<file path="config.mk">
export PLATFORM = sky130hd
export DESIGN_NAME = vec_alu_lanes
export DESIGN_NICKNAME = d
export VERILOG_FILES = /design/src/rtl/vec_alu_pkg.sv /design/src/rtl/vec_alu_lane.sv /design/src/rtl/vec_alu_lanes.sv
export SDC_FILE = /design/constraint.sdc
export NUM_CORES = 1
export LEC_CHECK = 0
export BUFFER_PORTS_ARGS = -buffer_cell sky130_fd_sc_hd__buf_4
export CAP_MARGIN = 30
export CORE_ASPECT_RATIO = 1.5
export CORE_MARGIN = 1.5
export CORE_UTILIZATION = 58
export DETAILED_ROUTE_END_ITERATION = 6
export GPL_ROUTABILITY_DRIVEN = 1
export GPL_TIMING_DRIVEN = 0
export HOLD_SLACK_MARGIN = 0.06
export MAX_ROUTING_LAYER = met4
export PLACE_DENSITY = 0.81
export SLEW_MARGIN = 20
export SYNTH_ARGS = -nofsm -noshare
export SYNTH_HDL_FRONTEND = slang
export SYNTH_SLANG_ARGS = --single-unit
</file>
<file path="constraint.sdc">
create_clock -name clk -period 4.7 [get_ports clk]
set_clock_uncertainty 0.1 [all_clocks]
set_input_delay 0.705 -clock clk [delete_from_list [all_inputs] [get_ports clk]]
set_output_delay 0.705 -clock clk [all_outputs]
set_load 0.1 [all_outputs]
</file>
<file path="src/rtl/vec_alu_pkg.sv">
// vec_alu_pkg: opcodes, FSM states and saturating-arithmetic helpers shared by the vector ALU
package vec_alu_pkg;
    typedef enum logic [3:0] {
        OP_AND    = 4'b0000,
        OP_OR     = 4'b0001,
        OP_XOR    = 4'b0010,
        OP_ADD_VV = 4'b1010,
        OP_ADD_VS = 4'b1011,
        OP_SUB_VV = 4'b1100,
        OP_SUB_VS = 4'b1101,
        OP_SAT_ADD = 4'b1110,
        OP_SAT_SUB = 4'b1111
    } alu_op_e;
    typedef enum logic {IDLE, RUN} state_e;
    function automatic logic [63:0] sat_op(input logic [63:0] a, input logic [63:0] b, input int w, input logic sub);
        logic [64:0] s;
        logic [64:0] mx;
        mx = (65'd1 << w) - 65'd1;
        s = {1'b0, a} + {1'b0, b};
        return sub ? (a < b ? 64'd0 : a - b) : (s > mx ? mx[63:0] : s[63:0]);
    endfunction
    function automatic logic op_legal(input alu_op_e op);
        return op inside {OP_AND, OP_OR, OP_XOR, OP_ADD_VV, OP_ADD_VS, OP_SUB_VV, OP_SUB_VS, OP_SAT_ADD, OP_SAT_SUB};
    endfunction
endpackage

</file>
<file path="src/rtl/vec_alu_lane.sv">
// vec_alu_lane: combinational single-element ALU (op, a, b -> result; illegal op yields 0)
module vec_alu_lane import vec_alu_pkg::*; #(
    parameter int W = 8
) (
    input  alu_op_e        op,
    input  logic [W-1:0]   a,
    input  logic [W-1:0]   b,
    output logic [W-1:0]   result
);
    always_comb
        result = op == OP_AND ? a & b :
                 op == OP_OR  ? a | b :
                 op == OP_XOR ? a ^ b :
                 op inside {OP_ADD_VV, OP_ADD_VS} ? a + b :
                 op inside {OP_SUB_VV, OP_SUB_VS} ? a - b :
                 op == OP_SAT_ADD ? W'(sat_op(64'(a), 64'(b), W, 1'b0)) :
                 op == OP_SAT_SUB ? W'(sat_op(64'(a), 64'(b), W, 1'b1)) : '0;
endmodule

</file>
<file path="src/rtl/vec_alu_lanes.sv">
// vec_alu_lanes: multi-pass vector ALU, NUM_LANES elements per cycle, start/rdy handshake, async active-low reset
module vec_alu_lanes import vec_alu_pkg::*; #(
    parameter  int ELEM_W    = 8,
    parameter  int NUM_ELEM  = 8,
    parameter  int NUM_LANES = 4,
    localparam int VW        = ELEM_W * NUM_ELEM
) (
    input  logic              clk,
    input  logic              reset,
    input  logic              alu_st,
    input  logic [3:0]        alu_op,
    input  logic [ELEM_W-1:0] esc,
    input  logic [VW-1:0]     vec1,
    input  logic [VW-1:0]     vec2,
    output logic              alu_busy,
    output logic              alu_rdy,
    output logic              op_err,
    output logic [VW-1:0]     vec_result
);
    localparam int P  = NUM_ELEM / NUM_LANES;
    localparam int GW = P > 1 ? $clog2(P) : 1;
    if (NUM_ELEM % NUM_LANES != 0) begin : g_chk
        $error("NUM_ELEM must be a multiple of NUM_LANES");
    end
    state_e            state, state_nxt;
    alu_op_e           op_q;
    logic [ELEM_W-1:0] esc_q;
    logic [VW-1:0]     a_q, b_q, acc, acc_nxt;
    logic [GW-1:0]     g;
    logic              last, vs;
    logic [ELEM_W-1:0] lane_res [NUM_LANES];
    assign last = g == GW'(P - 1);
    assign vs   = op_q inside {OP_ADD_VS, OP_SUB_VS};
    for (genvar i = 0; i < NUM_LANES; i++) begin : g_lane
        logic [ELEM_W-1:0] a, b;
        assign a = a_q[(int'(g) * NUM_LANES + i) * ELEM_W +: ELEM_W];
        assign b = vs ? esc_q : b_q[(int'(g) * NUM_LANES + i) * ELEM_W +: ELEM_W];
        vec_alu_lane #(.W(ELEM_W)) u_lane (.op(op_q), .a(a), .b(b), .result(lane_res[i]));
    end
    always_comb begin
        acc_nxt = acc;
        for (int i = 0; i < NUM_LANES; i++)
            acc_nxt[(int'(g) * NUM_LANES + i) * ELEM_W +: ELEM_W] = lane_res[i];
    end
    always_ff @(posedge clk or negedge reset)
        if (!reset) state <= IDLE;
        else        state <= state_nxt;
    always_comb
        state_nxt = state == IDLE ? (alu_st ? RUN : IDLE) : (last ? IDLE : RUN);
    always_comb
        alu_busy = state == RUN;
    always_ff @(posedge clk or negedge reset) begin
        if (!reset) begin
            op_q       <= OP_AND;
            esc_q      <= '0;
            a_q        <= '0;
            b_q        <= '0;
            acc        <= '0;
            g          <= '0;
            alu_rdy    <= 1'b0;
            op_err     <= 1'b0;
            vec_result <= '0;
        end else begin
            alu_rdy <= state == RUN && last;
            if (state == IDLE && alu_st) begin
                op_q  <= alu_op_e'(alu_op);
                esc_q <= esc;
                a_q   <= vec1;
                b_q   <= vec2;
                g     <= '0;
            end
            if (state == RUN) begin
                acc <= acc_nxt;
                g   <= last ? '0 : g + GW'(1);
                if (last) begin
                    vec_result <= acc_nxt;
                    op_err     <= !op_legal(op_q);
                end
            end
        end
    end
endmodule

</file>
==> results.toml <==
[outcome]
outcome = "finished clean"

[cts]
cts_buffers = 23
clk_pin_slew_ns = 0.06
cts_max_path_buffers = 3
tritoncts = "built"
cts_max_level = 1
cts-root-buf = "clkbuf_16"
holdBufCountCts = 0
clkSinkCount = 240
clk_latency_ns = 0.54

[sta]
slew_headroom = 0.344
worst_slew_pin_slew_ns = 0.984
final_max_slew_viol_count = 0
min_period_over_period = 0.987
setup_violations = 0
min_period_ns = 4.64
rsz0062_at_grt = "true"
max_freq_mhz = 216
hold_viol = 0

[logic_synthesis]
synth_area_leaders = "dfrtp_1 40%, mux2_2 11%, ha_1 8.4%"
syn_area_per_cell_um2 = 9.60
seq_area_frac_synth = 0.403
synthCells = 1552
synth-edff-count = 0
synth.area.mux_share = 0.157
synth_top_cell_by_area = "dfrtp_1"
yosys_warnings = 0
synth.top_cell.area_share = 0.403
ys_ff_latch = 240
synth_top_family_by_area = "compound AO/OA/AOI/OAI gates"
syn_nets = 1803
synth_flop_cell = "dfrtp_1"
synth_cell_types = 74
synth-adder-area-share = 0.0947
synth-xor-area-share = 0.0194
syn_area_um2 = 14900
synth-simple-area-share = 0.112
synth_compound_area_frac = 0.165
ys_async_sr_fraction = 1.00

[detailed_routing]
drc = 0
viasPerCell = 6.01
vias = 12900
first_iter_violations = 743
drtAntennaViolNets = 0
drtPass1Iterations = 5
route.detailed.wl_per_inst_um = 22.2
wl_mm = 47.5

[layout]
fill_cells = 1894
fin_nets = 2050
final_util = 0.717
multi_input_area_um2 = 8370
seq_area_um2 = 6010
antenna_cells = 0
syn_to_final_growth_pct = 20.9
drive_gt1_frac = 0.266

[setup_path]
r2r_end = "vec_result[43]"
crit_top_cell = "clkbuf_2"
cp.arrival_ns = 5.00
crit_family = "compound AO/OA/AOI/OAI gates"
r2r_cells = 15
worstSetupEndpoint = "vec_result[43]"
path_class = "reg -> reg"
path_max_fanout = 10
crit_required_ns = 5.06
cp-start-kind = "flip-flop"
max_stage_delay_ns = 0.49
crit_chain = "clkbuf_2 -> clkbuf_2 -> o21ai_4 -> buf_4 -> nor2_4 -> a21oi_1 -> ha_1 -> fa_1 -> o21ba_1 -> or4_4 -> a2111oi_4 -> nor2_2 -> o211a_1 -> a211oi_2 -> a21o_1"
cp_num_cells = 15
startpoint = "op_q[0]"
end_kind = "flip-flop"
slowest_stage = "or4_4"
r2r-start = "op_q[0]"
r2r_slack_ns = 0.06
crit_buf_inv = 3

[place]
hpwl_mm = 37.1
io_buffers = 209
gp_congestion = 0.950

[floorplan]
core_region_area_um2 = 25100
dieArea_um2 = 26700
die_width_um = 134
io_pins = 210
rows = 71
die_h_um = 199
initial_core_util = 0.593

[global_routing]
antenna_found_initial = 0
grt_usage = 0.367
grt_pass1_vias = 13300
grt_pass1_wl_mm = 72.5
grt_max_degree = 105
gr-total-overflow = 0

[worst_hold_path]
hold_class = "in -> async"

[flow_run]
maxCapViolCount = 0
==> placed cells by master (no fill, tap or decap), types with 6 or more instances in the layout <==
| master | netlist | layout |
|---|---|---|
| a22oi_1 | 8 | 7 |
| buf_2 | 6 | 8 |
| mux2_2 | 147 | 147 |
| nand2b_1 | 17 | 17 |
| nor3_1 | 23 | 23 |
| o21ai_0 | 86 | 85 |
| clkbuf_16 | 0 | 23 |
| ha_1 | 100 | 98 |
| a21oi_1 | 126 | 111 |
| o221ai_1 | 14 | 14 |
| a21o_1 | 19 | 19 |
| buf_4 | 0 | 220 |
| or2_2 | 7 | 7 |
| buf_1 | 13 | 8 |
| nor2_2 | 1 | 6 |
| o211ai_1 | 14 | 14 |
| o22ai_1 | 9 | 9 |
| nor2_1 | 114 | 107 |
| nand3_1 | 11 | 11 |
| inv_1 | 95 | 95 |
| nor2b_1 | 14 | 14 |
| xor2_1 | 6 | 6 |
| dfrtp_1 | 240 | 240 |
| nand2_1 | 165 | 164 |
| a21oi_2 | 1 | 15 |
| fa_1 | 8 | 8 |
| xnor2_1 | 27 | 27 |
| a211oi_1 | 22 | 19 |
| clkbuf_1 | 74 | 70 |
| o21bai_1 | 12 | 12 |
| clkbuf_2 | 1 | 8 |
| mux2i_1 | 68 | 68 |
| o21a_1 | 9 | 9 |
| a31oi_1 | 9 | 9 |
==> worst reg2reg max path, cell delays in order (launching register included) <==
cell	delay [ns]
dfrtp_1	0.46
clkbuf_2	0.29
clkbuf_2	0.39
o21ai_4	0.16
buf_4	0.23
nor2_4	0.22
a21oi_1	0.15
ha_1	0.26
fa_1	0.44
o21ba_1	0.22
or4_4	0.49
a2111oi_4	0.36
nor2_2	0.15
o211a_1	0.29
a211oi_2	0.26
a21o_1	0.11
==> cell usage after synthesis, types with 5 or more instances <==
master and instances:
dfrtp_1 240, nand2_1 165, mux2_2 147, a21oi_1 126
nor2_1 114, ha_1 100, inv_1 95, o21ai_0 86
clkbuf_1 74, mux2i_1 68, xnor2_1 27, nor3_1 23
a211oi_1 22, a21o_1 19, nand2b_1 17, nor2b_1 14
o211ai_1 14, o221ai_1 14, buf_1 13, o21bai_1 12
nand3_1 11, a31oi_1 9, o21a_1 9, o22ai_1 9
a22oi_1 8, fa_1 8, or2_2 7, a311oi_1 6
buf_2 6, xor2_1 6, nand3b_1 5, o2111ai_1 5
==> metrics by stage <==
| stage | hold WS (ns) | setup TNS [ns] | area, um2 | setup slack (ns) | cells |
|---|---|---|---|---|---|
| after floorplan | 0.309 | 0 | 14900 | 0.604 | 1552 |
| after global routing | 0.105 | -0.000686 | 18000 | -0.000686 | 2142 |
| final | 0.0481 | 0 | 18000 | 0.0614 | 2142 |
| after detailed placement | 0.350 | -42.69 | 17000 | -1.00 | 2092 |
| after CTS | 0.0634 | -0.183 | 17800 | -0.0418 | 2133 |
| after global placement | 0.349 | -37.66 | 16900 | -0.925 | 2089 |
==> final cells by class <==
cell class	instances	area share
Clock inverter	7	0.00431
Buffer	94	0.0224
Clock buffer	33	0.0368
Inverter	96	0.0200
Multi-Input combinational cell	1121	0.465
Tap cell	328	0.0228
Sequential cell	240	0.333
Timing Repair Buffer	223	0.0956
==> worst min path at each step <==
stage / end / cells after the start / startpoint
6_report: a_q[40] / 1 / reset
5_1_grt: a_q[45] / 1 / reset
4_1_cts: a_q[45] / 1 / reset
3_5_place_dp: vec_result[20] / 2 / acc[20]
3_3_place_gp: vec_result[20] / 2 / acc[20]
2_1_floorplan: a_q[0] / 0 / reset
==> state kept, by name, summed over array words and instances, names as in the netlist <==
| signal | count |
|---|---|
| a_q | 64 |
| b_q | 64 |
| vec_result | 64 |
| acc | 32 |
| esc_q | 8 |
| op_q | 4 |
| alu_busy | 1 |
| alu_rdy | 1 |
| g | 1 |
| op_err | 1 |
==> routing by layer <==
layer  GRT usage  share of wire
met3      0.0297          0.051
met2       0.636           0.51
met5           -              0
met1       0.418           0.38
met4       0.208          0.058
==> repair_timing <==
| action | in CTS | in global routing |
|---|---|---|
| endpoints found under the setup margin | 64 | 53 |
| gates resized for setup | 38 | 31 |
| endpoints found under the hold margin | 0 | 0 |
| pin swaps | 2 | 5 |
| setup buffers | 1 | 8 |
==> cell families (layout without fill, tap and decap cells) <==
kind of cell | count (synthesis) | count (layout)
XOR/XNOR | 33 | 33
adder cells (fa/ha/maj) | 108 | 108
flip-flops | 240 | 240
multiplexers | 215 | 215
AND/OR/NAND/NOR | 380 | 380
buffers and inverters | 191 | 453
AO/OA/AOI/OAI | 385 | 385
Power is left out: the tool's default activity adds up to more than one toggle a clock period on the data nets, which glitch-free logic cannot reach.
